===== config.mk =====
export PLATFORM = sky130hd
export DESIGN_NAME = iss_port_arbiter_flat
export DESIGN_NICKNAME = d
export VERILOG_FILES = /design/src/rtl/iss_port_arbiter_if.sv /design/src/rtl/iss_port_arbiter.sv /design/src/flat_wrapper.sv
export SDC_FILE = /design/constraint.sdc
export NUM_CORES = 1
export LEC_CHECK = 0
export CAP_MARGIN = 5
export CORE_AREA = 2 2 178 180
export CTS_BUF_LIST = sky130_fd_sc_hd__clkbuf_4 sky130_fd_sc_hd__clkbuf_8
export CTS_CLUSTER_SIZE = 8
export DETAILED_ROUTE_END_ITERATION = 10
export DIE_AREA = 0 0 180 182
export GPL_TIMING_DRIVEN = 0
export REMOVE_ABC_BUFFERS = 1
export SLEW_MARGIN = 0
export SYNTH_ARGS = -nofsm -noshare
export SYNTH_HDL_FRONTEND = slang
export SYNTH_SLANG_ARGS = --single-unit

===== constraint.sdc =====
create_clock -name CLK -period 1.5 [get_ports CLK]
set_input_delay 0.15 -clock CLK [delete_from_list [all_inputs] [get_ports CLK]]
set_output_delay 0.15 -clock CLK [all_outputs]
set_load 0.05 [all_outputs]

===== src/rtl/iss_port_arbiter_if.sv =====
// -----------------------------------------------------------------------------
// iss_port_arbiter_if
// Bundles the request/pop handshakes of the Issue Queue and Load/Store Queue,
// the execute-stage consume strobe, the registered issue slot and the issue
// statistics counters into one interface.
//   master : the environment side (queues + execute stage) drives requests,
//            entry data and EX_ready_IN; it observes grants, slot and counters.
//   slave  : the arbiter side.
// -----------------------------------------------------------------------------
interface iss_port_arbiter_if #(
    parameter int DATA_WIDTH = 137,
    parameter int CNT_WIDTH  = 16
);
    logic                  IQ_req_IN;
    logic [DATA_WIDTH-1:0] IQ_data_IN;
    logic                  LSQ_req_IN;
    logic [DATA_WIDTH-1:0] LSQ_data_IN;
    logic                  EX_ready_IN;
    logic                  IQ_grant_OUT;
    logic                  LSQ_grant_OUT;
    logic                  ISS_valid_OUT;
    logic                  ISS_mem_OUT;
    logic [DATA_WIDTH-1:0] ISS_data_OUT;
    logic [CNT_WIDTH-1:0]  IQ_issued_OUT;
    logic [CNT_WIDTH-1:0]  LSQ_issued_OUT;

    modport master (
        output IQ_req_IN, IQ_data_IN, LSQ_req_IN, LSQ_data_IN, EX_ready_IN,
        input  IQ_grant_OUT, LSQ_grant_OUT, ISS_valid_OUT, ISS_mem_OUT,
               ISS_data_OUT, IQ_issued_OUT, LSQ_issued_OUT
    );

    modport slave (
        input  IQ_req_IN, IQ_data_IN, LSQ_req_IN, LSQ_data_IN, EX_ready_IN,
        output IQ_grant_OUT, LSQ_grant_OUT, ISS_valid_OUT, ISS_mem_OUT,
               ISS_data_OUT, IQ_issued_OUT, LSQ_issued_OUT
    );
endinterface


===== src/rtl/iss_port_arbiter.sv =====
// -----------------------------------------------------------------------------
// iss_port_arbiter
// Picks at most one ready head per cycle from the Issue Queue or the
// Load/Store Queue, pops it with a single-cycle combinational grant and
// captures it into a registered issue slot feeding the execute stage.
// MODE 0 alternates on ties with a one-bit pointer; MODE 1 favours the IQ but
// lets the LSQ through once it has been denied STARVE_LIMIT cycles in a row.
// Ports:
//   CLK     rising-edge clock
//   RESET   synchronous active-high reset
//   FREEZE  global stall: no grants, all state holds, EX_ready_IN ignored
//   bus     slave side of iss_port_arbiter_if (requests, data, EX_ready_IN,
//           grants, issue slot valid/mem/data, per-source issue counters)
// -----------------------------------------------------------------------------
module iss_port_arbiter #(
    parameter int DATA_WIDTH   = 137,
    parameter int MODE         = 0,
    parameter int STARVE_LIMIT = 4,
    parameter int CNT_WIDTH    = 16
) (
    input  logic                 CLK,
    input  logic                 RESET,
    input  logic                 FREEZE,
    iss_port_arbiter_if.slave    bus
);

    localparam logic [3:0] STARVE_LIM_C = 4'(STARVE_LIMIT);
    localparam logic [3:0] STARVE_MAX_C = 4'hF;

    logic                  iss_valid_q, iss_valid_d;
    logic                  iss_mem_q,   iss_mem_d;
    logic [DATA_WIDTH-1:0] iss_data_q,  iss_data_d;
    logic [CNT_WIDTH-1:0]  iq_cnt_q,    iq_cnt_d;
    logic [CNT_WIDTH-1:0]  lsq_cnt_q,   lsq_cnt_d;
    logic                  rpr_q,       rpr_d;
    logic [3:0]            starve_q,    starve_d;

    logic accept_s;
    logic lsq_wins_tie_s;
    logic iq_gnt_s;
    logic lsq_gnt_s;

    // Grant decision: the slot can take a new entry when empty or being drained.
    always_comb begin
        accept_s = !RESET && !FREEZE && (!iss_valid_q || bus.EX_ready_IN);
        if (MODE == 0) begin
            lsq_wins_tie_s = rpr_q;
        end else begin
            lsq_wins_tie_s = (starve_q >= STARVE_LIM_C);
        end
        iq_gnt_s  = accept_s && bus.IQ_req_IN  && (!bus.LSQ_req_IN || !lsq_wins_tie_s);
        lsq_gnt_s = accept_s && bus.LSQ_req_IN && (!bus.IQ_req_IN  ||  lsq_wins_tie_s);
    end

    // Next-state for the issue slot, counters, tie pointer and starvation count.
    always_comb begin
        iss_valid_d = iss_valid_q;
        iss_mem_d   = iss_mem_q;
        iss_data_d  = iss_data_q;
        iq_cnt_d    = iq_cnt_q;
        lsq_cnt_d   = lsq_cnt_q;
        rpr_d       = rpr_q;
        starve_d    = starve_q;

        if (!FREEZE) begin
            // Issue slot: a grant overrides consumption (back-to-back issue).
            if (iq_gnt_s) begin
                iss_valid_d = 1'b1;
                iss_mem_d   = 1'b0;
                iss_data_d  = bus.IQ_data_IN;
            end else if (lsq_gnt_s) begin
                iss_valid_d = 1'b1;
                iss_mem_d   = 1'b1;
                iss_data_d  = bus.LSQ_data_IN;
            end else if (iss_valid_q && bus.EX_ready_IN) begin
                iss_valid_d = 1'b0;
            end else begin
                iss_valid_d = iss_valid_q;
            end

            // Statistics counters wrap silently.
            if (iq_gnt_s) begin
                iq_cnt_d = iq_cnt_q + CNT_WIDTH'(1);
            end else begin
                iq_cnt_d = iq_cnt_q;
            end
            if (lsq_gnt_s) begin
                lsq_cnt_d = lsq_cnt_q + CNT_WIDTH'(1);
            end else begin
                lsq_cnt_d = lsq_cnt_q;
            end

            // Tie pointer points at the source that did not win last.
            if (iq_gnt_s) begin
                rpr_d = 1'b1;
            end else if (lsq_gnt_s) begin
                rpr_d = 1'b0;
            end else begin
                rpr_d = rpr_q;
            end

            // Consecutive LSQ denials; only cycles that could issue count.
            if (!accept_s) begin
                starve_d = starve_q;
            end else if (lsq_gnt_s || !bus.LSQ_req_IN) begin
                starve_d = 4'd0;
            end else if (starve_q != STARVE_MAX_C) begin
                starve_d = starve_q + 4'd1;
            end else begin
                starve_d = starve_q;
            end
        end else begin
            iss_valid_d = iss_valid_q;
        end
    end

    // State registers with synchronous reset; reset drops the slot unconsumed.
    always_ff @(posedge CLK) begin
        if (RESET) begin
            iss_valid_q <= 1'b0;
            iss_mem_q   <= 1'b0;
            iss_data_q  <= '0;
            iq_cnt_q    <= '0;
            lsq_cnt_q   <= '0;
            rpr_q       <= 1'b0;
            starve_q    <= 4'd0;
        end else begin
            iss_valid_q <= iss_valid_d;
            iss_mem_q   <= iss_mem_d;
            iss_data_q  <= iss_data_d;
            iq_cnt_q    <= iq_cnt_d;
            lsq_cnt_q   <= lsq_cnt_d;
            rpr_q       <= rpr_d;
            starve_q    <= starve_d;
        end
    end

    assign bus.IQ_grant_OUT   = iq_gnt_s;
    assign bus.LSQ_grant_OUT  = lsq_gnt_s;
    assign bus.ISS_valid_OUT  = iss_valid_q;
    assign bus.ISS_mem_OUT    = iss_mem_q;
    assign bus.ISS_data_OUT   = iss_data_q;
    assign bus.IQ_issued_OUT  = iq_cnt_q;
    assign bus.LSQ_issued_OUT = lsq_cnt_q;

endmodule


===== src/flat_wrapper.sv =====
// flat-port wrapper written by rule: the top's interface ports become plain ports
module iss_port_arbiter_flat 
#(
    parameter int DATA_WIDTH   = 137,
    parameter int MODE         = 0,
    parameter int STARVE_LIMIT = 4,
    parameter int CNT_WIDTH    = 16
)
  (CLK, RESET, FREEZE, bus_IQ_req_IN, bus_IQ_data_IN, bus_LSQ_req_IN, bus_LSQ_data_IN, bus_EX_ready_IN, bus_IQ_grant_OUT, bus_LSQ_grant_OUT, bus_ISS_valid_OUT, bus_ISS_mem_OUT, bus_ISS_data_OUT, bus_IQ_issued_OUT, bus_LSQ_issued_OUT);
  iss_port_arbiter_if #(.DATA_WIDTH(DATA_WIDTH), .CNT_WIDTH(CNT_WIDTH)) bus_i ();
  input  logic CLK;
  input  logic RESET;
  input  logic FREEZE;
  input wire logic [$bits(bus_i.IQ_req_IN)-1:0] bus_IQ_req_IN;
  input wire logic [$bits(bus_i.IQ_data_IN)-1:0] bus_IQ_data_IN;
  input wire logic [$bits(bus_i.LSQ_req_IN)-1:0] bus_LSQ_req_IN;
  input wire logic [$bits(bus_i.LSQ_data_IN)-1:0] bus_LSQ_data_IN;
  input wire logic [$bits(bus_i.EX_ready_IN)-1:0] bus_EX_ready_IN;
  output wire logic [$bits(bus_i.IQ_grant_OUT)-1:0] bus_IQ_grant_OUT;
  output wire logic [$bits(bus_i.LSQ_grant_OUT)-1:0] bus_LSQ_grant_OUT;
  output wire logic [$bits(bus_i.ISS_valid_OUT)-1:0] bus_ISS_valid_OUT;
  output wire logic [$bits(bus_i.ISS_mem_OUT)-1:0] bus_ISS_mem_OUT;
  output wire logic [$bits(bus_i.ISS_data_OUT)-1:0] bus_ISS_data_OUT;
  output wire logic [$bits(bus_i.IQ_issued_OUT)-1:0] bus_IQ_issued_OUT;
  output wire logic [$bits(bus_i.LSQ_issued_OUT)-1:0] bus_LSQ_issued_OUT;
  assign bus_i.IQ_req_IN = bus_IQ_req_IN;
  assign bus_i.IQ_data_IN = bus_IQ_data_IN;
  assign bus_i.LSQ_req_IN = bus_LSQ_req_IN;
  assign bus_i.LSQ_data_IN = bus_LSQ_data_IN;
  assign bus_i.EX_ready_IN = bus_EX_ready_IN;
  assign bus_IQ_grant_OUT = bus_i.IQ_grant_OUT;
  assign bus_LSQ_grant_OUT = bus_i.LSQ_grant_OUT;
  assign bus_ISS_valid_OUT = bus_i.ISS_valid_OUT;
  assign bus_ISS_mem_OUT = bus_i.ISS_mem_OUT;
  assign bus_ISS_data_OUT = bus_i.ISS_data_OUT;
  assign bus_IQ_issued_OUT = bus_i.IQ_issued_OUT;
  assign bus_LSQ_issued_OUT = bus_i.LSQ_issued_OUT;
  iss_port_arbiter #(.DATA_WIDTH(DATA_WIDTH), .MODE(MODE), .STARVE_LIMIT(STARVE_LIMIT), .CNT_WIDTH(CNT_WIDTH)) u_core (.CLK(CLK), .RESET(RESET), .FREEZE(FREEZE), .bus(bus_i));
endmodule

* Word-level counts from Yosys, hierarchy flattened
Cells that the tools add are included.
W data, S select, Z words.
** Storage, ports and cells
- Flip-flop bits (word level) :: 172
- Bits in latches :: 0
- Bits in writable memories :: 0
- Bits in read-only memories :: 0
- Bits of input ports :: 280
- Output and inout port bits :: 173
- Word-level logic and storage cells :: 40
- Memories kept :: 0
** Cells by class
- Add/subtract/negate cells :: 2
- $mul :: 0
- Divide/modulo/power cells :: 0
- Order comparisons :: 0
- Equality and inequality tests :: 0
- Shift-type cells :: 0
- Mux-type cells :: 9
- Bitwise operators :: 1
- Reductions and logical operators :: 22
** Operator list (count)
- $mux W137 :: 2
- $add A16 B1 Y16 const B :: 2
- $reduce_and A2 Y1 :: 4
- $logic_and A1 B1 Y1 :: 7
- $mux W1 :: 7
- $logic_not A1 Y1 :: 6
- $logic_or A1 B1 Y1 :: 3
- $reduce_bool A3 Y1 :: 1
- $reduce_bool A2 Y1 :: 1
- $not A1 Y1 :: 1

* Depth between registers and ports, before layout
Gate-level depths: netlist of run 1.
- Depth in word-level cells :: 7
- Mapped depth :: 8
- Depth with buffers taken out :: 5

* Least setup slack after synthesis of run 1
No wires, ideal clock.
- Path kind :: register to register
- From :: register u_core.lsq_cnt_q[7] (netlist: u_core.bus.LSQ_issued_OUT[7])
- To :: register u_core.lsq_cnt_q[15] (netlist: u_core.bus.LSQ_issued_OUT[15])
- Library setup time :: 0.121 ns
- Data arrival time :: 1.796 ns
- Path slack :: -0.417 ns
- Cell stages (with the launch flop) :: 5
- Buffers on the path :: 0
- Clock period less this slack :: 1.917 ns
- Cells stage by stage :: dfxtp_1 > and4_1 > nand4_1 > nor4_1 > mux2_2
** On the way
- Cells in the longest elaborated chain, start to end :: 1
** RTL lines
- from (decl) :: line iss_port_arbiter.sv:34 : logic [CNT_WIDTH-1:0] lsq_cnt_q, lsq_cnt_d;
- from (signal assigned) :: line iss_port_arbiter.sv:132 : lsq_cnt_q <= lsq_cnt_d;
- $add A16 B1 Y16 :: line iss_port_arbiter.sv:88 : lsq_cnt_d = lsq_cnt_q + CNT_WIDTH'(1);
No other way between the ends.
A chain may end at the register's enable or synchronous reset.

* Worst setup path in the final report of run 1
- From :: input port FREEZE
- To :: register u_core.iss_data_q[126] (netlist: u_core.bus.ISS_data_OUT[126])
** On the way
- Cells in the longest elaborated chain, start to end :: 7
** RTL lines
- from (decl) :: line flat_wrapper.sv:13 : input logic FREEZE;
- $logic_not A1 Y1 :: line iss_port_arbiter.sv:45 : accept_s = !RESET && !FREEZE && (!iss_valid_q || bus.EX_ready_IN);
- $logic_and A1 B1 Y1 (2 in a row) :: line iss_port_arbiter.sv:45
- $logic_and A1 B1 Y1, on equally long branches (2 in a row) :: line iss_port_arbiter.sv:51, iss_port_arbiter.sv:52
- $reduce_bool A2 Y1 (no line)
- $reduce_and A2 Y1 (no line)
- to (signal assigned) :: line iss_port_arbiter.sv:130 : iss_data_q <= iss_data_d;
- to (decl) :: line iss_port_arbiter.sv:32 : logic [DATA_WIDTH-1:0] iss_data_q, iss_data_d;
Parallel ways exist; a longest one is shown, timed or not.

==> results of run 1 <==
==> power by group through the flow <==
stage / Clock, mW / Combinational [mW] / Sequential (mW)
global route: 3.99 / 4.28 / 4.98
floorplan: 0 / 0.879 / 5.92
detailed placement: 0 / 3.25 / 5.06
CTS: 3.78 / 3.85 / 4.95
global placement: 0 / 3.39 / 5.05
finish: 3.69 / 4.10 / 4.95
==> worst reg2reg max path, stage by stage (launching register included) <==
cell and delay (ns):
dfxtp_4 0.37, a21boi_4 0.17, nand3_4 0.11, buf_16 0.16
buf_16 0.14, clkinv_16 0.07, buf_12 0.12, buf_8 0.13
buf_16 0.13, nand2_2 0.05, a311oi_2 0.24
==> per-stage QoR <==
stage	hold WS (ns)	area, um2
5_1_grt	0.0416	16400
6_report	0.0607	16400
3_3_place_gp	0.475	12700
3_5_place_dp	0.485	12900
4_1_cts	0.00255	15500
2_1_floorplan	0.218	7650
==> layout make-up <==
type	count	area (um2)
fill	2730	14600
timing repair buffer	580	6880
multi-input combinational	687	4950
sequential	172	3470
tap	402	503
clock buffer	21	289
clock inverter	11	133
timing repair inverter	6	113
inverter	10	63.8
antenna	1	2.50
==> flip-flops by register name, indices dropped and copies added, names as in the netlist <==
signal / cells
u_core.bus.IQ_issued_OUT: 16
u_core.bus.ISS_data_OUT: 137
u_core.bus.ISS_mem_OUT: 1
u_core.bus.ISS_valid_OUT: 1
u_core.bus.LSQ_issued_OUT: 16
u_core.lsq_wins_tie_s: 1
==> cells in the final DEF (no fill, tap or decap), types with 3 or more instances in the layout <==
master and instances:
clkdlybuf4s50_1 276, nand2_1 213, dfxtp_1 156, clkdlybuf4s15_2 149
nor2_1 145, a311oi_2 125, nand2_2 52, buf_4 43
buf_16 34, nand2_4 21, clkbuf_8 21, buf_12 19
buf_6 16, a21oi_1 15, buf_2 14, o31ai_1 13
a311oi_1 12, dfxtp_2 12, nand4_1 8, nand3_1 8
or4_1 8, inv_1 8, bufbuf_16 7, clkbuf_16 7
a21oi_2 6, or4_4 5, o21ai_0 5, or3_1 5
clkbuf_2 5, buf_8 5, nand3_4 4, and3_1 4
clkinv_4 4, inv_16 4, dfxtp_4 4, o41ai_1 3
clkdlybuf4s18_2 3
==> cells by family (layout without fill, tap and decap cells) <==
| group | after synthesis | count (layout) | share of synthesized area |
|---|---|---|---|
| AND/OR/NAND/NOR | 484 | 486 | 0.245 |
| adder cells (fa/ha/maj) | 2 | 2 | 0.00308 |
| XOR/XNOR | 4 | 4 | 0.00431 |
| AO/OA/AOI/OAI | 191 | 192 | 0.256 |
| multiplexers | 3 | 3 | 0.00385 |
| other | 0 | 1 | 0 |
| flip-flops | 172 | 172 | 0.424 |
| buffers and inverters | 94 | 628 | 0.0633 |
==> what timing repair did <==
| item | 4_1_cts | 5_1_grt |
|---|---|---|
| resized for setup | 686 | 171 |
| pin swaps | 58 | 46 |
| setup endpoints to repair | 341 | 194 |
| setup buffers | 56 | 28 |
| gates cloned | 42 | 8 |
==> layer usage <==
metal,vias to the layer above,share of wire,global-route usage
li1,4473,-,-
met2,388,0.49,0.407
met5,-,0,0
met3,49,0.071,0.0718
met1,4624,0.42,0.302
met4,0,0.021,0.0823
==> path summary, 6_finish.rpt <==
path,start,end,slack (ns),cells after the start
setup / recovery,FREEZE,u_core.bus.ISS_data_OUT[126]$_SDFFE_PP0P_,-0.31,11
hold / removal,RESET,u_core.bus.ISS_data_OUT[55]$_SDFFE_PP0P_,0.06,2
setup reg to reg,u_core.lsq_wins_tie_s$_SDFFE_PP0P_,u_core.bus.ISS_data_OUT[126]$_SDFFE_PP0P_,-0.29,10
hold reg to reg,u_core.bus.ISS_data_OUT[122]$_SDFFE_PP0P_,u_core.bus.ISS_data_OUT[122]$_SDFFE_PP0P_,0.50,2
==> results.sh, run 1 <==
export IMPL_nNetsFinal=1756
export IMPL_min_path_type="input pin to register"
export IMPL_syn_cell_area_mm2=0.00813
export IMPL_finalSetupTns_ns=-35.91
export IMPL_die_w_um=180
export IMPL_rsz0062_at_grt="yes"
export IMPL_async_reset_ff_frac=0
export IMPL_syn_mean_instance_area_um2=8.55
export IMPL_cpMaxStageDelayCell="clkdlybuf4s50_1"
export IMPL_gp_congestion=0.800
export IMPL_cpMostUsedCell="buf_16"
export IMPL_power_density_mw_per_mm2=776
export IMPL_slew_violations=0
export IMPL_ant_nets=0
export IMPL_synth_edf_count=0
export IMPL_place_inst=1728
export IMPL_cts_buffers=17
export IMPL_grt_ovfl_total=0
export IMPL_wl_per_cell_um=22.4
export IMPL_io_buffers=452
export IMPL_ys_seq_elements=172
export IMPL_hpwl_mm=21.4
export IMPL_wl_mm=42.4
export IMPL_yosys_area_top_type="dfxtp_1"
export IMPL_fin_cells=1890
export IMPL_crit_family="buffers and inverters"
export IMPL_cts_tree="built"
export IMPL_ys_top_cells_by_area="dfxtp_1 (42%), a311oi_2 (15%), nand2_1 (13%), nor2_1 (6.7%), a311oi_1 (5.8%)"
export IMPL_ys_types=39
export IMPL_rows=65
export IMPL_antenna_found_initial=1
export IMPL_dieArea_mm2=0.0328
export IMPL_relSlewSlack=0.610
export IMPL_areaGrowthSynthToFinish_pct=102
export IMPL_root_buffer="clkbuf_8"
export IMPL_clock_path_buffers=2
export IMPL_violations="negative setup slack"
export IMPL_internal_power_mw=8.36
export IMPL_yosysSeqAreaShare=0.424
export IMPL_core_mm2=0.0310
export IMPL_postLayoutCoreUtil=0.529
export IMPL_switching_share=0.343
export IMPL_fmax_mhz=553
export IMPL_yosysMostFrequentCell="nand2_1"
export IMPL_p_clk_frac=0.289
export IMPL_htreeDepth=4
export IMPL_status="complete, but fails checks"
export IMPL_arrival_ns=2.18
export IMPL_p_seq_frac=0.389
export IMPL_path_max_fanout=11
export IMPL_syn_inst=950
export IMPL_dr_pass1_iters=6
export IMPL_cp_required_ns=1.88
export IMPL_critical_path_max_stage_delay_ns=0.53
export IMPL_tightest_slew_ns=0.585
export IMPL_clock_latency_ns=0.48
export IMPL_pre_cts_ws_ns=-2.30
export IMPL_start_util=0.262
export IMPL_min_period_ns=1.81
export IMPL_vias_per_cell=5.04
export IMPL_crit_chain="clkdlybuf4s50_1, nor2_8, nand3_4, buf_16, buf_16, clkinv_16, buf_12, buf_8, buf_16, nand2_2, a311oi_2"
export IMPL_num_vias=9534
export IMPL_fin_ws_ns=-0.309
export IMPL_synth_top_cells_by_count="nand2_1 (286), dfxtp_1 (172), nor2_1 (145), a311oi_2 (83), a311oi_1 (54)"
export IMPL_path_clk_slew_ns=0.09
export IMPL_grt_pass1_vias=9592
export IMPL_ctsHoldBuffers=0
export IMPL_setup_viol=164
export IMPL_fin_worst_skew_ns=0.0153
export IMPL_cts_sinks=172
export IMPL_hold_viol_final=0
export IMPL_max_cap_violations=0
export IMPL_ys_flop_type="dfxtp_1"
export IMPL_drtIter0Drc=533
export IMPL_irDropWorstVdd_mv=0.507
export IMPL_remaining_drc_errors=0
export IMPL_power_switching_mw=4.37
export IMPL_yosysWarnings=0
export IMPL_grt_pass1_wl_mm=60.5
export IMPL_fin_total_pwr_mw=12.7
export IMPL_combPwrFrac=0.322
export IMPL_worst_setup_path_type="input pin to register"
export IMPL_grt_max_degree=45
export IMPL_cp_end_kind="register"
export IMPL_cp_start_kind="input pin"
export IMPL_ios=453
export IMPL_path_buf_inv=7
export IMPL_track_usage=0.245
export IMPL_min_period_over_period=1.21
export IMPL_synth_top_area_frac=0.424
export IMPL_drive_gt1_frac=0.397
export IMPL_power_leakage_nw=6.10
export IMPL_die_h_um=182
(Power assumes the default switching activity.)
==> run 2, diff against run 1 <==
--- a/config.mk
+++ b/config.mk
@@ -12,8 +12,10 @@
 export DETAILED_ROUTE_END_ITERATION = 10
 export DIE_AREA = 0 0 180 182
 export GPL_TIMING_DRIVEN = 0
+export PLACE_DENSITY = 0.72
 export REMOVE_ABC_BUFFERS = 1
 export SLEW_MARGIN = 0
 export SYNTH_ARGS = -nofsm -noshare
 export SYNTH_HDL_FRONTEND = slang
 export SYNTH_SLANG_ARGS = --single-unit
+export TNS_END_PERCENT = 100
==> run 2 against run 1 <==
The run still ends with negative setup slack left. Core utilization grew 0.84 points. First-iteration DRC count grew 38%. Largest power group unchanged. Largest cell class unchanged. Non-clock buffer count fell by 8. Critical endpoint is now u_core.bus.ISS_data_OUT[108]$_SDFFE_PP0P_. Hold slack better by 0.089 ns. Via count grew 3.7%. Register-to-register slack lost 0.02 ns. Wire length is 3.6% higher.
==> results.sh, run 2 (same netlist as run 1, synthesis figures left out) <==
export IMPL_status="complete, but fails checks"
export IMPL_violations="negative setup slack"
export IMPL_start_util=0.262
export IMPL_grt_pass1_wl_mm=59.6
export IMPL_dieArea_mm2=0.0328
export IMPL_min_period_ns=1.84
export IMPL_vias_per_cell=5.26
export IMPL_cts_tree="built"
export IMPL_fin_worst_skew_ns=0.0136
export IMPL_diodes=0
export IMPL_nNetsFinal=1746
export IMPL_fmax_mhz=545
export IMPL_ios=453
export IMPL_rsz0062_at_grt="yes"
export IMPL_cts_sinks=172
export IMPL_fin_ws_ns=-0.335
export IMPL_worst_setup_path_type="input pin to register"
export IMPL_track_usage=0.238
export IMPL_pre_cts_ws_ns=-1.94
export IMPL_hold_viol_final=0
export IMPL_cp_end_kind="register"
export IMPL_die_w_um=180
export IMPL_grt_pass1_vias=9689
export IMPL_setup_viol=169
export IMPL_grt_max_degree=47
export IMPL_drive_gt1_frac=0.422
export IMPL_rows=65
export IMPL_hpwl_mm=20.6
export IMPL_mostFrequentLayoutCell="clkdlybuf4s50_1"
export IMPL_num_vias=9886
export IMPL_wl_mm=43.9
export IMPL_areaGrowthSynthToFinish_pct=105
export IMPL_root_buffer="clkbuf_8"
export IMPL_core_mm2=0.0310
export IMPL_power_leakage_nw=6.40
export IMPL_fillers=2591
export IMPL_cp_required_ns=1.87
export IMPL_clock_path_buffers=2
export IMPL_max_cap_violations=0
export IMPL_htreeDepth=4
export IMPL_drtIter0Drc=737
export IMPL_final_cell_mix="clkdlybuf4s50_1 (277), nand2_1 (182), dfxtp_1 (159)"
export IMPL_path_max_fanout=9
export IMPL_min_period_over_period=1.22
export IMPL_ant_nets=0
export IMPL_multi_input_area_mm2=0.00533
export IMPL_relSlewSlack=0.531
export IMPL_largest_reg_flops=137
export IMPL_register_area_mm2=0.00347
export IMPL_die_h_um=182
export IMPL_min_path_type="input pin to register"
export IMPL_cp_start_kind="input pin"
export IMPL_postLayoutCoreUtil=0.538
export IMPL_cts_buffers=17
export IMPL_arrival_ns=2.21
export IMPL_tightest_slew_ns=0.701
export IMPL_remaining_drc_errors=0
export IMPL_slew_violations=0
export IMPL_grt_ovfl_total=0
export IMPL_irDropWorstVdd_mv=0.737
export IMPL_place_inst=1728
export IMPL_clock_latency_ns=0.46
export IMPL_finalSetupTns_ns=-35.94
export IMPL_antenna_found_initial=0
export IMPL_gp_congestion=0.783
export IMPL_fin_cells=1879
export IMPL_power_density_mw_per_mm2=785
export IMPL_dr_pass1_iters=6
export IMPL_io_buffers=452
export IMPL_wl_per_cell_um=23.4
export IMPL_path_clk_slew_ns=0.10
-- run 2: cell count changes in the layout (fill, tap and decap cells not counted), moves of 5 or more --
cell | before | now
nand2_4 | 21 | 59
nand2_1 | 213 | 182
clkbuf_2 | 5 | 26
clkdlybuf4s15_2 | 149 | 128
nor2_1 | 145 | 135
buf_4 | 43 | 34
buf_12 | 19 | 12
nand2_2 | 52 | 45
nor2_2 | 0 | 7
clkbuf_16 | 7 | 13
a311oi_1 | 12 | 7
a311oi_2 | 125 | 130
-- run 2: worst paths after layout --
check,slack [ns],end,from,cells past startpoint
worst min register to register,0.50,u_core.bus.ISS_data_OUT[10]$_SDFFE_PP0P_,u_core.bus.ISS_data_OUT[10]$_SDFFE_PP0P_,2
worst max-delay path,-0.34,u_core.bus.ISS_data_OUT[108]$_SDFFE_PP0P_,bus_IQ_req_IN,11
worst min-delay path,0.15,u_core.bus.ISS_data_OUT[119]$_SDFFE_PP0P_,RESET,3
worst max register to register,-0.31,u_core.bus.ISS_data_OUT[108]$_SDFFE_PP0P_,u_core.lsq_wins_tie_s$_SDFFE_PP0P_,10
-- run 2: repair_timing --
action                                 CTS  global route
buffers inserted                        51            16
resized for setup                      733           216
setup endpoints to repair              338           208
pin swaps                              124            91
endpoints found under the hold margin    2             0
gates cloned                            39            15
hold buffers                             3             0
-- run 2: area by class of cell --
type	instances	area share
Timing Repair inverter	6	0.00999
Tap cell	402	0.0302
Clock buffer	19	0.0157
Sequential cell	172	0.208
Multi-Input combinational cell	685	0.320
Clock inverter	13	0.0113
Timing Repair Buffer	572	0.402
Inverter	10	0.00323
-- run 2: per-stage QoR --
stage	instance area [um2]	power [mW]	hold slack, ns
floorplan	7650	6.80	0.218
CTS	15700	12.8	0.0779
global placement	12700	8.40	0.475
detailed placement	12900	8.29	0.478
global route	16700	13.5	0.111
finish	16700	13.1	0.150
-- run 2: where the power goes --
group          switching, mW  leakage (nW)  internal (mW)
clock network           2.00         0.228           1.93
registers              0.154          1.42           4.81
logic                   2.33          4.76           1.86
total                   4.49          6.40           8.60
-- run 2: layer usage --
| layer | track usage | routed length, um |
|---|---|---|
| met1 | 0.293 | 17800 |
| met2 | 0.410 | 21200 |
| met3 | 0.0614 | 3850 |
| met4 | 0.0670 | 1170 |
| met5 | 0 | 0 |
-- run 2: critical path, stage by stage --
cell	delay [ns]
clkdlybuf4s50_1	0.60
a21boi_4	0.28
nand3_4	0.13
buf_16	0.18
inv_16	0.06
buf_16	0.13
buf_12	0.13
buf_12	0.12
buf_16	0.13
nand2_4	0.05
a311oi_2	0.23
==> run 3, diff against run 2 <==
--- a/config.mk
+++ b/config.mk
@@ -12,7 +12,7 @@
 export DETAILED_ROUTE_END_ITERATION = 10
 export DIE_AREA = 0 0 180 182
 export GPL_TIMING_DRIVEN = 0
-export PLACE_DENSITY = 0.72
+export PLACE_DENSITY_LB_ADDON = 0.12
 export REMOVE_ABC_BUFFERS = 1
 export SLEW_MARGIN = 0
 export SYNTH_ARGS = -nofsm -noshare
==> run 3 against run 2 <==
The run still ends with negative setup slack left. Wire length down 6.5%. Count of clock-buffer cells in the layout grew 1. Maximum frequency fell by 1.8%. Global-route usage is 1.6 points lower. Via count decreased by 8.0%. Highest routed layer unchanged.
==> results.sh, run 3 (same netlist as run 1, synthesis figures left out) <==
export IMPL_num_vias=9093
export IMPL_cts_tree="built"
export IMPL_status="complete, but fails checks"
export IMPL_grt_pass1_wl_mm=55.1
export IMPL_ctsHoldBuffers=0
export IMPL_wl_mm=41.1
export IMPL_cts_buffers=17
export IMPL_die_h_um=182
export IMPL_ant_nets=0
export IMPL_power_leakage_nw=6.90
export IMPL_ios=453
export IMPL_path_clk_slew_ns=0.12
export IMPL_grt_pass1_vias=8700
export IMPL_postLayoutCoreUtil=0.489
export IMPL_largest_reg_flops=137
export IMPL_dr_pass1_iters=4
export IMPL_setup_viol=168
export IMPL_areaGrowthSynthToFinish_pct=86.5
export IMPL_cp_required_ns=1.87
export IMPL_min_period_over_period=1.25
export IMPL_fin_ws_ns=-0.369
export IMPL_critical_path_max_stage_delay_ns=0.37
export IMPL_min_period_ns=1.87
export IMPL_violations="negative setup slack"
export IMPL_nNetsFinal=1717
export IMPL_grt_max_degree=88
export IMPL_root_buffer="clkbuf_8"
export IMPL_drtIter0Drc=384
export IMPL_fmax_mhz=535
export IMPL_dieArea_mm2=0.0328
export IMPL_finalSetupTns_ns=-40.16
export IMPL_vias_per_cell=4.90
export IMPL_drive_gt1_frac=0.249
export IMPL_max_cap_violations=0
export IMPL_cpMostUsedCell="buf_16"
export IMPL_irDropWorstVdd_mv=0.645
export IMPL_path_buf_inv=5
export IMPL_min_path_type="input pin to register"
export IMPL_fin_total_pwr_mw=11.9
export IMPL_clock_path_buffers=2
export IMPL_rsz0062_at_grt="yes"
export IMPL_cts_sinks=172
export IMPL_cp_start_kind="register"
export IMPL_core_mm2=0.0310
export IMPL_antenna_found_initial=3
export IMPL_mostFrequentLayoutCell="clkdlybuf4s50_1"
export IMPL_cp_end_kind="register"
export IMPL_pre_cts_ws_ns=-2.69
export IMPL_hold_viol_final=0
export IMPL_die_w_um=180
export IMPL_whs_ns=0.139
export IMPL_final_cell_mix="clkdlybuf4s50_1 (276), nand2_1 (273), dfxtp_1 (158)"
export IMPL_track_usage=0.222
export IMPL_tightest_slew_ns=0.663
export IMPL_crit_family="buffers and inverters"
export IMPL_worst_setup_path_type="register to register"
export IMPL_hpwl_mm=22.6
export IMPL_clock_latency_ns=0.47
export IMPL_grt_ovfl_total=0
export IMPL_gp_congestion=0.744
export IMPL_slew_violations=0
export IMPL_relSlewSlack=0.558
export IMPL_fin_worst_skew_ns=0.0301
export IMPL_rows=65
export IMPL_start_util=0.262
export IMPL_arrival_ns=2.24
export IMPL_io_buffers=452
export IMPL_crit_chain="a21boi_4, nand3_4, buf_16, buf_16, inv_16, buf_6, bufbuf_16, nand2_1, a311oi_2"
export IMPL_power_density_mw_per_mm2=788
export IMPL_wl_per_cell_um=22.2
export IMPL_path_max_fanout=11
export IMPL_htreeDepth=4
export IMPL_remaining_drc_errors=0
export IMPL_cpMaxStageDelayCell="dfxtp_4"
[run 3: cell count changes in the layout (fill, tap and decap cells not counted), sizes merged, moves of 2 or more]
cell,delta
clkinv,-3
clkdlybuf4s15,-81
buf,-36
dlygate4sd3,-2
clkbuf,+2
dlygate4sd2,+2
diode,+4
clkdlybuf4s18,-2
dlymetal6s2s,+88
inv,+5
bufinv,-4
[run 3: repair_timing]
| action | in CTS | in global routing |
|---|---|---|
| endpoints found under the hold margin | 0 | 0 |
| cloned | 20 | 18 |
| gates resized for setup | 226 | 254 |
| endpoints found under the setup margin | 341 | 288 |
| pin swaps | 4 | 22 |
| buffers inserted | 22 | 31 |
[run 3: worst register-to-register path, cell delays in order, from the launching register on]
cell       delay, ns
dfxtp_4         0.37
a21boi_4        0.17
nand3_4         0.12
buf_16          0.16
buf_16          0.14
inv_16          0.06
buf_6           0.18
bufbuf_16       0.32
nand2_1         0.07
a311oi_2        0.22
[run 3: path summary, 6_finish.rpt]
check                                            from                                       end  slack, ns  cells after the start
max                u_core.lsq_wins_tie_s$_SDFFE_PP0P_  u_core.bus.ISS_data_OUT[69]$_SDFFE_PP0P_      -0.37                      9
max reg2reg        u_core.lsq_wins_tie_s$_SDFFE_PP0P_  u_core.bus.ISS_data_OUT[69]$_SDFFE_PP0P_      -0.37                      9
min                                             RESET  u_core.bus.ISS_data_OUT[91]$_SDFFE_PP0P_       0.14                      2
min reg2reg  u_core.bus.IQ_issued_OUT[1]$_SDFFE_PP0P_  u_core.bus.IQ_issued_OUT[1]$_SDFFE_PP0P_       0.49                      2
[run 3: final cells by class]
type / instances / area (um2)
Timing Repair Buffer: 541 / 6200
Clock inverter: 12 / 108
Timing Repair inverter: 6 / 93.8
Sequential cell: 172 / 3470
Fill cell: 2913 / 15800
Tap cell: 402 / 503
Clock buffer: 20 / 256
Multi-Input combinational cell: 687 / 4460
Inverter: 10 / 53.8
Antenna cell: 4 / 10.0
[run 3: per-layer routing]
metal  wire length [um]  vias up  track usage  part of all wire
li1                   -     4378            -                 -
met2              21200      287        0.390              0.52
met4                653        0       0.0624             0.016
met5                  0        -            0                 0
met1              16500     4396        0.251              0.40
met3               2770       32       0.0828             0.067
[run 3: stage by stage]
stage | std cells | cell area (um2)
6_report | 1854 | 15200
5_1_grt | 1851 | 15100
4_1_cts | 1802 | 14100
3_5_place_dp | 1728 | 12900
3_3_place_gp | 1720 | 12700
2_1_floorplan | 866 | 7650
[run 3: power by group]
| group | internal [mW] | switching, mW |
|---|---|---|
| Clock | 1.26 | 2.03 |
| Sequential | 4.82 | 0.129 |
| Combinational | 1.68 | 2.04 |
==> RTL edit 1: new RTL, settings of run 3 <==
`MODE` is set to 0 in 2 places; all go to 1. Comments in the files are not updated.
--- a/src/rtl/iss_port_arbiter.sv
+++ b/src/rtl/iss_port_arbiter.sv
@@ -14,7 +14,7 @@
 // -----------------------------------------------------------------------------
 module iss_port_arbiter #(
     parameter int DATA_WIDTH   = 137,
-    parameter int MODE         = 0,
+    parameter int MODE         = 1,
     parameter int STARVE_LIMIT = 4,
     parameter int CNT_WIDTH    = 16
 ) (
--- a/src/flat_wrapper.sv
+++ b/src/flat_wrapper.sv
@@ -2,7 +2,7 @@
 module iss_port_arbiter_flat 
 #(
     parameter int DATA_WIDTH   = 137,
-    parameter int MODE         = 0,
+    parameter int MODE         = 1,
     parameter int STARVE_LIMIT = 4,
     parameter int CNT_WIDTH    = 16
 )
Behaviour: not the same (Yosys sat finds a counterexample within 4 cycles, from zero or initial values and one cycle with RESET high).
==> RTL edit 1 against run 3 <==
The flow still finishes with violations (setup timing); sequential share of layout area shrank 1.4 points; sequential cell count grew 3; global-route usage grew 2.9 points; final area grew 8.6%; routed wire length grew 4.8%; worst setup slack lost 0.040 ns; worst hold slack gained 0.057 ns; combinational power grew 10%; clock power grew 6.7%; total power grew 5.9%; area after synthesis shrank 5.0%; largest cell class unchanged; largest power group unchanged; highest routed layer is now met5.
==> RTL edit 1: results (changes against run 3) <==
global_routing:
  grt_pass1_vias: 9488  # +9.1%
  grt_max_degree: 100  # +14%
  met1_usage_pct: 30.0  # +4.8 points
  grtUsageTotal_pct: 25.1  # +2.9 points
  use_met2_pct: 43.0  # +4.0 points
  grt_pass1_wl_mm: 61.6  # +12%
  antenna_found_initial: 9  # +6
detailed_routing:
  top_layer: "met5"
  drt_iter0_drc: 466  # +21%
  wl_per_cell_um: 22.0  # -0.52%
  wl_met3_mm: 3.13  # +13%
  met1_length_mm: 17.4  # +5.8%
synthesis:
  yosysSeqAreaShare_pct: 45.4  # +3.0 points
  ys_types: 37  # -5.1%
  netlist_instances: 981  # +3.3%
  synth_top_cells_by_area: "dfxtp_1 45%, a311oi_1 16%, nand2_1 14%"
power_and_ir_drop:
  p_leak_nw: 6.17  # -11%
sta:
  setup_viol: 168  # unchanged
  setup_ws_ns: -0.409  # -0.0398 ns
  slew-limit-headroom_pct: 46.3  # -9.5 points
  clock_skew_ns: 0.0215  # -0.00864 ns
setup_path:
  critPathArrivalTime_ns: 2.30  # +0.06 ns
run_status:
  status: "complete, but fails checks"
  violations: "setup timing"
placed_design:
  place_congestion: 0.779  # +4.7%
  dp_hpwl_mm: 23.6  # +4.7%
  pre_cts_slack_ns: -1.77  # +0.914 ns
final_layout:
  fin_nets: 1815  # +5.7%
## RTL edit 1: cell count changes after synthesis, moves of 5 or more
cell,change
a311oi_2,-83
a21oi_1,+7
buf_4,-10
o41ai_1,-5
clkbuf_1,+8
buf_6,-8
a311oi_1,+83
buf_2,+7
o311ai_0,-5
nand2_1,+9
## RTL edit 1: layout make-up
cell class	instances	share of cell area, %
Antenna cell	6	0.0912
Clock buffer	21	1.72
Timing Repair Buffer	609	44.7
Tap cell	402	3.05
Clock inverter	11	0.653
Multi-Input combinational cell	722	28.1
Inverter	7	0.175
Sequential cell	175	21.5
## RTL edit 1: repair_timing
item	in CTS	in global routing
gates resized for setup	824	82
setup endpoints to repair	345	201
hold endpoints to repair	0	0
pin swaps	154	62
hold buffers	0	0
gates cloned	49	6
setup buffers	77	23
## RTL edit 1: path summary, 6_finish.rpt
kind              cells after the start  slack (ns)                                  start                                   endpoint
setup / recovery                     11       -0.41  u_core.bus.ISS_valid_OUT$_SDFFE_PP0P_  u_core.bus.ISS_data_OUT[117]$_SDFFE_PP0P_
hold / removal                        2        0.20                                  RESET  u_core.bus.LSQ_issued_OUT[0]$_SDFFE_PP0P_
hold reg to reg                       2        0.47        u_core.starve_q[1]$_SDFFE_PP0P_            u_core.starve_q[1]$_SDFFE_PP0P_
setup reg to reg                     11       -0.41  u_core.bus.ISS_valid_OUT$_SDFFE_PP0P_  u_core.bus.ISS_data_OUT[117]$_SDFFE_PP0P_
## RTL edit 1: where the power goes
part | total, W | switching [W] | internal (W)
Combinational | 0.00411 | 0.00215 | 0.00196
Sequential | 0.00504 | 0.000148 | 0.00489
Clock | 0.00350 | 0.00202 | 0.00148
## RTL edit 1: metrics by stage
stage          hold WS (ns)  power [W]  instance area (µm²)  util (%)
3_3_place_gp          0.451    0.00848                12400      39.9
6_report              0.196     0.0127                16500      53.1
4_1_cts               0.156     0.0126                16100      51.9
2_1_floorplan         0.219    0.00675                 7330         -
5_1_grt               0.189     0.0131                16500      53.1
3_5_place_dp          0.454    0.00827                12700      40.9
## RTL edit 1: kinds of logic after synthesis
family	Yosys count	share of synthesized area (%)
DFF	175	45.4
buffers and inverters	91	5.37
xor gates and xnor gates	2	0.227
adders and majority gates	3	0.487
and+or+nand+nor	514	28.1
AOI/OAI and AO/OA	190	19.6
muxes	6	0.827
## RTL edit 1: critical path, cell delays in order, from the launching register on
cell and delay (ns):
dfxtp_2 0.34, nor2b_4 0.13, nor4_4 0.27, buf_6 0.16, buf_12 0.10, buf_12 0.09
buf_12 0.09, buf_12 0.12, buf_12 0.13, clkbuf_16 0.14, nor2_1 0.05, a311oi_2 0.18
==> RTL edit 2: new RTL, flow settings as in run 3 <==
Without the edit above. `iss_data_q` no longer has a reset.
--- a/src/rtl/iss_port_arbiter.sv
+++ b/src/rtl/iss_port_arbiter.sv
@@ -119,7 +119,6 @@
         if (RESET) begin
             iss_valid_q <= 1'b0;
             iss_mem_q   <= 1'b0;
-            iss_data_q  <= '0;
             iq_cnt_q    <= '0;
             lsq_cnt_q   <= '0;
             rpr_q       <= 1'b0;
@@ -127,12 +126,15 @@
         end else begin
             iss_valid_q <= iss_valid_d;
             iss_mem_q   <= iss_mem_d;
-            iss_data_q  <= iss_data_d;
             iq_cnt_q    <= iq_cnt_d;
             lsq_cnt_q   <= lsq_cnt_d;
             rpr_q       <= rpr_d;
             starve_q    <= starve_d;
         end
+    end
+
+    always_ff @(posedge CLK) begin
+        iss_data_q <= iss_data_d;
     end
 
     assign bus.IQ_grant_OUT   = iq_gnt_s;
Formal check against the unedited RTL: differs if RESET is asserted again (counterexample within 4 cycles, from zero or initial values and one cycle with RESET high); with RESET held inactive, the same outputs for 4 cycles.
==> RTL edit 2 against run 3 <==
The flow still finishes with violations (setup timing); total power fell by 0.51%; sequential share of layout area rose by 11 points; routed wire length fell by 5.7%; sequential cell count did not move; maximum frequency rose by 9.1%; final area fell by 5.0%; cell count fell by 8.1%; die area did not move; worst setup slack improved by 0.16 ns; sequential power rose by 9.9%; area after synthesis fell by 7.8%; synthesized cell count fell by 20%; global-route usage fell by 0.67 points; first-iteration DRC count rose by 11%.
==> RTL edit 2: results (changes against run 3) <==
synthesis:
  synth_top_cells_by_area: "edfxtp_1 55%, nand2_1 21%, dfxtp_1 9.4%"
  synth-edff-count: 137  # +137
  yosysMostFrequentCell: "nand2_1"
  synth_flop_cell: "edfxtp_1"
  synth.avg_cell_area_um2: 9.80  # +15%
  ys_top_cells_by_count: "423 x nand2_1, 137 x edfxtp_1, 35 x dfxtp_1"
  yosysSeqAreaShare_pct: 64.3  # +22 points
final_layout:
  n_fill_cell: 3017  # +3.6%
  instances_no_fill: 1704  # -8.1%
  largest_register_ffs: 137  # unchanged
  final_layout_size_suffix_gt1_share_pct: 35.2  # +10 points
  fin_nets: 1561  # -9.1%
sta:
  slew-limit-headroom_pct: 53.2  # -2.7 points
  setup_ws_ns: -0.212  # +0.156 ns
  setup_viol: 290  # +73%
  fin_tns_setup_ns: -34.08  # +6.07 ns
  clock_skew_ns: 0.0218  # -0.00832 ns
detailed_routing:
  drt_iter0_drc: 425  # +11%
  viasPerCell: 4.54  # -7.4%
  wl_per_cell_um: 22.7  # +2.6%
global_routing:
  antenna_found_initial: 11  # +8
  grtUsageTotal_pct: 21.5  # -0.67 points
  grt_pass1_vias: 7199  # -17%
  grt_pass1_wl_mm: 51.2  # -7.1%
clocking:
  cts_resized: 355  # +57%
  root_buffer: "clkbuf_8"
  cts_setup_buffers: 21  # -4.5%
  clkLatencyLatePin_ns: 0.47  # about the same
placed_design:
  post_dp_cell_area_um2: 12500  # -3.3%
  dp_hpwl_mm: 23.2  # +2.7%
  pre_cts_slack_ns: -2.84  # -0.149 ns
  place_congestion: 0.778  # +4.6%
run_status:
  status: "complete, but fails checks"
  violations: "setup timing"
setup_path:
  critPathMaxStageDelay_ns: 0.66  # +0.29 ns
  slowest_stage: "clkdlybuf4s50_1"
  worstPathMaxFanout: 21  # +10
  critPathArrivalTime_ns: 1.92  # -0.32 ns
power_and_ir_drop:
  p_sw_share_pct: 30.2  # -4.9 points
  powerClk_w: 0.00366  # +12%
  pg_seq_w: 0.00544  # +9.9%
  peakVddDrop_mv: 0.411  # -36%
  pwr-share-clk_pct: 30.8  # +3.3 points
worst_hold_path:
  min_path_type: "in2reg"
RTL edit 2: worst paths after layout:
path / start / end / slack [ns] / depth (start not counted)
max: bus_LSQ_req_IN / u_core.bus.ISS_data_OUT[36]$_DFFE_PP_ / -0.21 / 6
min reg2reg: u_core.bus.LSQ_issued_OUT[10]$_SDFFE_PP0P_ / u_core.bus.LSQ_issued_OUT[10]$_SDFFE_PP0P_ / 0.48 / 1
max reg2reg: u_core.lsq_wins_tie_s$_SDFFE_PP0P_ / u_core.bus.ISS_data_OUT[36]$_DFFE_PP_ / -0.21 / 5
min: RESET / u_core.bus.IQ_issued_OUT[2]$_SDFFE_PP0P_ / 0.18 / 2
RTL edit 2: logic make-up (layout without fill, tap and decap cells):
kind of cell,after synthesis,count (layout),synth area share [%]
mux,4,4,0.585
fa+ha+maj,2,2,0.334
other cells,0,10,0
xor+xnor,4,4,0.468
buf+inv,48,565,2.79
flops,172,172,64.3
simple gates,481,492,26.4
compound gates,53,53,5.08
RTL edit 2: per-layer routing:
layer	GRT usage, %	routed length (µm)	up-vias
met1	25.5	15700	3722
met3	7.00	2760	45
met2	37.0	19600	282
met5	0	44	-
met4	7.09	713	6
li1	-	-	3681
RTL edit 2: layout make-up:
cell class	instances	area, µm²	area share, %
timing repair buffer	518	4950	34.4
sequential	172	4850	33.7
multi-input combinational	555	3460	24.0
tap	402	503	3.49
clock buffer	17	234	1.62
clock inverter	15	183	1.27
timing repair inverter	6	143	0.990
inverter	9	60.1	0.417
antenna	10	25.0	0.174
RTL edit 2: worst register-to-register path, stage by stage (launching register included):
cell and delay, ns:
dfxtp_4 0.39, a21boi_4 0.07, nand3_4 0.13, buf_6 0.37, nand2_8 0.23, buf_16 0.23
